File: src/rtl/beta_pkg.sv
// rtl/beta_pkg.sv - shared types and helpers for the beta issue scoreboard
package beta_pkg;

  typedef enum logic [0:0] {
    SB_RUN   = 1'b0,
    SB_DRAIN = 1'b1
  } sb_state_t;

  localparam int SB_INFLIGHT_W = 4;

  // Number of architectural registers tracked for a given profile.
  function automatic int SB_NUM_REGS(input bit embedded);
    return embedded ? 16 : 32;
  endfunction

  // A register address takes part in hazard tracking only if it is not x0
  // and, in the embedded profile, lies inside the 16-register file.
  function automatic logic sb_addr_live(input logic [4:0] addr, input bit embedded);
    return (addr != 5'd0) && (!embedded || (addr < 5'd16));
  endfunction

endpackage

File: src/rtl/beta_sb_regcnt.sv
// rtl/beta_sb_regcnt.sv - per-register pending-write counter array
// Ports: clk_i/rst_i (sync, active-high); alloc_en_i/alloc_addr_i allocate one
// pending write; ret_en_i/ret_addr_i request a retire; rs1/rs2/rd_addr_i read
// ports with *_cnt_o results; ret_done_o a retire took effect; zero_retire_o a
// retire hit a counter already at zero.
module beta_sb_regcnt
  import beta_pkg::*;
#(
  parameter bit Embedded = 1'b0,
  parameter int CntWidth = 2
) (
  input  logic                clk_i,
  input  logic                rst_i,
  input  logic                alloc_en_i,
  input  logic [4:0]          alloc_addr_i,
  input  logic                ret_en_i,
  input  logic [4:0]          ret_addr_i,
  input  logic [4:0]          rs1_addr_i,
  input  logic [4:0]          rs2_addr_i,
  input  logic [4:0]          rd_addr_i,
  output logic [CntWidth-1:0] rs1_cnt_o,
  output logic [CntWidth-1:0] rs2_cnt_o,
  output logic [CntWidth-1:0] rd_cnt_o,
  output logic                ret_done_o,
  output logic                zero_retire_o
);

  localparam int NumRegs = SB_NUM_REGS(Embedded);
  localparam int IdxW    = $clog2(NumRegs);

  logic [CntWidth-1:0] cnt [NumRegs];
  logic [CntWidth-1:0] ret_cnt;
  logic                ret_live;

  // Non-live addresses (x0, out-of-profile) always read as zero pending.
  assign rs1_cnt_o = sb_addr_live(rs1_addr_i, Embedded) ? cnt[rs1_addr_i[IdxW-1:0]] : '0;
  assign rs2_cnt_o = sb_addr_live(rs2_addr_i, Embedded) ? cnt[rs2_addr_i[IdxW-1:0]] : '0;
  assign rd_cnt_o  = sb_addr_live(rd_addr_i,  Embedded) ? cnt[rd_addr_i[IdxW-1:0]]  : '0;

  assign ret_live      = ret_en_i && sb_addr_live(ret_addr_i, Embedded);
  assign ret_cnt       = cnt[ret_addr_i[IdxW-1:0]];
  assign ret_done_o    = ret_live && (ret_cnt != '0);
  assign zero_retire_o = ret_live && (ret_cnt == '0);

  // alloc_en_i is already qualified by the caller with a live rd.
  always_ff @(posedge clk_i) begin
    if (rst_i) begin
      for (int r = 0; r < NumRegs; r++) cnt[r] <= '0;
    end else begin
      for (int r = 1; r < NumRegs; r++) begin
        if (alloc_en_i && (alloc_addr_i[IdxW-1:0] == IdxW'(r)) &&
            !(ret_done_o && (ret_addr_i[IdxW-1:0] == IdxW'(r)))) begin
          cnt[r] <= cnt[r] + CntWidth'(1);
        end else if (ret_done_o && (ret_addr_i[IdxW-1:0] == IdxW'(r)) &&
                     !(alloc_en_i && (alloc_addr_i[IdxW-1:0] == IdxW'(r)))) begin
          cnt[r] <= cnt[r] - CntWidth'(1);
        end
      end
    end
  end

endmodule

File: src/rtl/beta_issue_scoreboard.sv
// rtl/beta_issue_scoreboard.sv - RAW hazard scoreboard and decode-to-execute issue gate
// Ports: clk_i/rst_i (sync, active-high); iss_* decode instruction and
// iss_ready_o/dec_stall_o issue handshake; wb_valid_i/wb_rd_addr_i writeback
// retire; flush_i enters drain; inflight_o outstanding writes; sb_busy_o not
// idle; sb_err_o sticky writeback-without-pending-write error.
// Option macro BETA_SB_WAW_CHECK_EN: at most one outstanding write per register.
module beta_issue_scoreboard
  import beta_pkg::*;
#(
  parameter bit Embedded    = 1'b0,
  parameter int MaxInFlight = 4,
  parameter int CntWidth    = 2
) (
  input  logic                     clk_i,
  input  logic                     rst_i,
  input  logic                     iss_valid_i,
  input  logic [4:0]               iss_rs1_addr_i,
  input  logic [4:0]               iss_rs2_addr_i,
  input  logic                     iss_rs1_used_i,
  input  logic                     iss_rs2_used_i,
  input  logic [4:0]               iss_rd_addr_i,
  input  logic                     iss_rd_wr_i,
  output logic                     iss_ready_o,
  output logic                     dec_stall_o,
  input  logic                     wb_valid_i,
  input  logic [4:0]               wb_rd_addr_i,
  input  logic                     flush_i,
  output logic [SB_INFLIGHT_W-1:0] inflight_o,
  output logic                     sb_busy_o,
  output logic                     sb_err_o
);

  sb_state_t                state;
  logic [SB_INFLIGHT_W-1:0] inflight;
  logic [SB_INFLIGHT_W-1:0] inflight_nxt;
  logic                     err;
  logic [CntWidth-1:0]      rs1_cnt, rs2_cnt, rd_cnt;
  logic                     rd_live, rd_ok, alloc, ret_done, zero_retire;
  logic                     haz_rs1, haz_rs2, cap_ok;

  beta_sb_regcnt #(
    .Embedded (Embedded),
    .CntWidth (CntWidth)
  ) u_regcnt (
    .clk_i         (clk_i),
    .rst_i         (rst_i),
    .alloc_en_i    (alloc),
    .alloc_addr_i  (iss_rd_addr_i),
    .ret_en_i      (wb_valid_i),
    .ret_addr_i    (wb_rd_addr_i),
    .rs1_addr_i    (iss_rs1_addr_i),
    .rs2_addr_i    (iss_rs2_addr_i),
    .rd_addr_i     (iss_rd_addr_i),
    .rs1_cnt_o     (rs1_cnt),
    .rs2_cnt_o     (rs2_cnt),
    .rd_cnt_o      (rd_cnt),
    .ret_done_o    (ret_done),
    .zero_retire_o (zero_retire)
  );

  assign rd_live = iss_rd_wr_i && sb_addr_live(iss_rd_addr_i, Embedded);
  assign haz_rs1 = iss_rs1_used_i && (rs1_cnt != '0);
  assign haz_rs2 = iss_rs2_used_i && (rs2_cnt != '0);
  assign cap_ok  = inflight < SB_INFLIGHT_W'(MaxInFlight);

`ifdef BETA_SB_WAW_CHECK_EN
  assign rd_ok = !rd_live || (rd_cnt == '0);
`else
  assign rd_ok = !rd_live || (rd_cnt != '1);
`endif

  // Ready never looks at wb_*: a retire only unblocks issue on the next cycle.
  assign iss_ready_o = (state == SB_RUN) && !flush_i && !haz_rs1 && !haz_rs2 && cap_ok && rd_ok;
  assign dec_stall_o = iss_valid_i && !iss_ready_o;
  assign alloc       = iss_valid_i && iss_ready_o && rd_live;

  // Simultaneous allocate and retire cancel in the global count.
  always_comb begin
    inflight_nxt = inflight;
    if (alloc && !ret_done)      inflight_nxt = inflight + SB_INFLIGHT_W'(1);
    else if (!alloc && ret_done) inflight_nxt = inflight - SB_INFLIGHT_W'(1);
  end

  always_ff @(posedge clk_i) begin
    if (rst_i) begin
      state    <= SB_RUN;
      inflight <= '0;
      err      <= 1'b0;
    end else begin
      inflight <= inflight_nxt;
      if (zero_retire) err <= 1'b1;
      case (state)
        SB_RUN:   if (flush_i) state <= SB_DRAIN;
        SB_DRAIN: if (inflight_nxt == '0) state <= SB_RUN;
        default:  state <= SB_RUN;
      endcase
    end
  end

  assign inflight_o = inflight;
  assign sb_busy_o  = (state != SB_RUN) || (inflight != '0);
  assign sb_err_o   = err;

endmodule

File: config.mk
export PLATFORM = sky130hd
export DESIGN_NAME = beta_issue_scoreboard
export DESIGN_NICKNAME = d
export VERILOG_FILES = /design/src/rtl/beta_pkg.sv /design/src/rtl/beta_sb_regcnt.sv /design/src/rtl/beta_issue_scoreboard.sv
export SDC_FILE = /design/constraint.sdc
export NUM_CORES = 1
export LEC_CHECK = 0
export ABC_AREA = 1
export CAP_MARGIN = 40
export CORE_MARGIN = 5
export CORE_UTILIZATION = 65
export CTS_CLUSTER_DIAMETER = 100
export DETAILED_ROUTE_END_ITERATION = 8
export DONT_BUFFER_PORTS = 1
export HOLD_SLACK_MARGIN = 0.05
export PLACE_DENSITY = 0.83
export SLEW_MARGIN = 0
export SYNTH_ARGS = -nofsm -noshare
export SYNTH_HDL_FRONTEND = slang
export SYNTH_SLANG_ARGS = --single-unit
File: constraint.sdc
create_clock -name clk_i -period 5.28 [get_ports clk_i]
set_clock_uncertainty 0.15 [all_clocks]
set_input_delay 0.528 -clock clk_i [delete_from_list [all_inputs] [get_ports clk_i]]
set_output_delay 0.528 -clock clk_i [all_outputs]
set_load 0.01 [all_outputs]
==> impl_metrics.tcl <==
set metrics [dict create \
    status "finished, final reports clean" \
    grt_pass1_vias 5896 \
    powerDensity_mw_per_mm2 244.6 \
    gp_congestion 1.045 \
    worst_setup_path_start_kind "flip-flop" \
    cts_buffer_depth 2 \
    cp-end-kind "flip-flop" \
    fin_crit_ps 3324 \
    drive_gt1_frac 0.05381 \
    tns_ps 0 \
    crit_end "u_regcnt.cnt[19][0]" \
    placed_cells 1080 \
    crit_fanout 16 \
    hold_viol_final 0 \
    period_share 0.6296 \
    fin_cells 1096 \
    vias_per_cell 5.826 \
    cts_tree "yes" \
    numCtsBuffers 9 \
    reg2regPathDepth 18 \
    syn_area_per_cell_sq_um 6.134 \
    die_area_sq_mm 0.01143 \
    rows 35 \
    final_cell_mix "341 x nand2_1, 172 x nor2_1, 109 x inv_1, 78 x nand3_1, 62 x edfxtp_1" \
    setup_viol 0 \
    hold-worst-slack_ps 111.2 \
    ir_worst_vdd_v 0.0001291 \
    rsz0062_at_grt "no" \
    drt_pass1_iterations 6 \
    core_area_sq_mm 0.009196 \
    final_common_cell "nand2_1" \
    yosys_warnings 0 \
    postCtsSetupRepairBufs 0 \
    path_clk_slew_ps 90 \
    overflow 0 \
    crit_path_start "u_regcnt.cnt[24][0]" \
    synthCells 995 \
    min_path_type "in2reg" \
    antenna_found_initial 0 \
    fp.dieW_um 106.9 \
    nNetsFinal 1011 \
    htreeDepth 3 \
    clock_sinks 68 \
    leakage_uw 0.003066 \
    timing.rr.end "u_regcnt.cnt[19][0]" \
    drt-initial-drc-count 875 \
    cts_resized 0 \
    ys_seq_elements 68 \
    track_usage 0.3353 \
    clock.fmax_mhz 300.8 \
    start_util 0.6637 \
    wirelength_um 18340 \
    root_buffer "clkbuf_8" \
    synth.distinct_cells 42 \
    drc 0 \
    ff2ff_setup_slack_ps 1960 \
    routedWlPerCell_um 16.73 \
    relSlewSlack 0.6048 \
    clk_latency_ps 370 \
    cap_violations 0 \
    synthesis.area_sq_mm 0.006103 \
    tightest_slew_ps 590.6 \
    die_h_um 106.9 \
    dp.final_hpwl_um 13720 \
    r2r_start "u_regcnt.cnt[24][0]" \
    area_growth_pct 4.018 \
    grt_pass1_wl_um 29940 \
    antenna_cells 0 \
    critPathRequiredTime_ps 5230 \
    grt_max_degree 48 \
    final_antenna_net_count 0 \
    syn-num-nets 1026 \
    io_buffers 0 \
    vias 6385 \
    yosysSeqAreaShare 0.3247 \
    holdBufCountCts 0 \
    drv_slew 0 \
    critPathKind "reg2reg" \
    arrival_ps 3270 \
    ios 36 \
]
[through the flow]
| step | power [uW] | utilization | setup slack [ps] | instance area [sq um] |
|---|---|---|---|---|
| after floorplan | 928.3 | - | 2477 | 6103 |
| after global placement | 986.8 | 0.6623 | 1801 | 6091 |
| after detailed placement | 989.2 | 0.6623 | 1806 | 6091 |
| after CTS | 1549 | 0.6903 | 2099 | 6349 |
| after global routing | 1631 | 0.6903 | 1744 | 6349 |
| final | 1553 | 0.6903 | 1956 | 6349 |
[power breakdown]
part | total, uW | internal, uW | leakage (uW) | switching (uW)
combinational | 319 | 102 | 0.00226 | 216
sequential | 670 | 631 | 0.000684 | 39.4
clock | 564 | 341 | 0.000126 | 223
[how the worst min path moves through the flow]
stage,cells after the start,start,slack [ps],endpoint
floorplan,2,sb_err_o,350,sb_err_o
global placement,3,state,380,state
detailed placement,3,state,390,state
CTS,1,rst_i,70,inflight_o[0]
global route,1,rst_i,80,inflight_o[3]
finish,1,rst_i,110,inflight_o[0]
[critical path: stages (launching register included)]
cell and delay [ps]:
edfxtp_1 440, nor2_1 330, nand2_1 120, o21ai_1 130
inv_1 70, nand3_1 100, nand2_1 70, nand2_1 70
nand3_1 60, nand3_1 80, nand2_1 120, nor2_8 230
nand2_8 110, inv_2 100, nand2_2 240, o21ai_2 240
inv_1 90, nor2_1 170, o31ai_1 140
[per-layer routing]
metal	up-vias	share of wire	global-route usage
met4	0	0.039	0.1388
met3	61	0.12	0.07345
met1	2803	0.41	0.4649
li1	3141	-	-
met2	380	0.43	0.5076
met5	-	0	0
[cells in the mapped netlist]
library cell | number | share of area
buf_6 | 6 | 0.011
nor3_2 | 1 | 0.0016
clkbuf_1 | 9 | 0.0055
dfxtp_1 | 6 | 0.020
o21a_1 | 1 | 0.0012
or2_1 | 2 | 0.0020
nand2_8 | 1 | 0.0033
nor2_2 | 4 | 0.0041
o211ai_1 | 1 | 0.0012
nor2_8 | 2 | 0.0066
xor2_1 | 14 | 0.020
o22ai_1 | 6 | 0.0062
xnor2_1 | 5 | 0.0072
buf_2 | 7 | 0.0057
or2_2 | 7 | 0.0072
nor2_1 | 172 | 0.11
nor2b_1 | 2 | 0.0020
o2111ai_1 | 1 | 0.0014
o31ai_1 | 8 | 0.0098
inv_1 | 109 | 0.067
o21ai_1 | 11 | 0.0090
ha_1 | 3 | 0.0062
clkinv_1 | 1 | 0.00061
inv_4 | 1 | 0.0010
nand3_2 | 1 | 0.0016
o21ai_0 | 35 | 0.029
o221ai_1 | 2 | 0.0029
nor3_1 | 18 | 0.015
nand3b_1 | 4 | 0.0049
nand2_2 | 3 | 0.0031
nand4_1 | 5 | 0.0051
nor4_1 | 1 | 0.0010
o21ai_2 | 2 | 0.0029
buf_4 | 2 | 0.0025
nand2_1 | 341 | 0.21
nand3_1 | 78 | 0.064
mux2i_1 | 1 | 0.0016
a21oi_1 | 43 | 0.035
edfxtp_1 | 62 | 0.31
buf_1 | 4 | 0.0025
a21oi_2 | 1 | 0.0014
inv_2 | 12 | 0.0074
[flip-flops by register name (all words and copies together), names as in the netlist]
name and cells:
u_regcnt.cnt 62, inflight_o 4, sb_err_o 1, state 1
[logic make-up (layout without fill, tap and decap cells)]
family          count (synthesis)  count (layout)  share of synthesized area
simple gates                  642             642                     0.4369
mux                             1               1                   0.001640
compound gates                111             111                     0.1000
fa+ha+maj                       3               3                   0.006151
buf+inv                       151             141                     0.1033
flops                          68              68                     0.3247
xor+xnor                       19              19                    0.02727
[final cells by class]
class,count,area [sq um]
well taps,111,138.9
multi-input cells,776,3491
clock buffers,11,151.4
flip-flops and latches,68,1982
inverters,123,464.2
fillers,838,2848
repair buffers,2,15.01
clock inverters,5,106.4
Note: power is estimated with default switching activity, not from simulation.
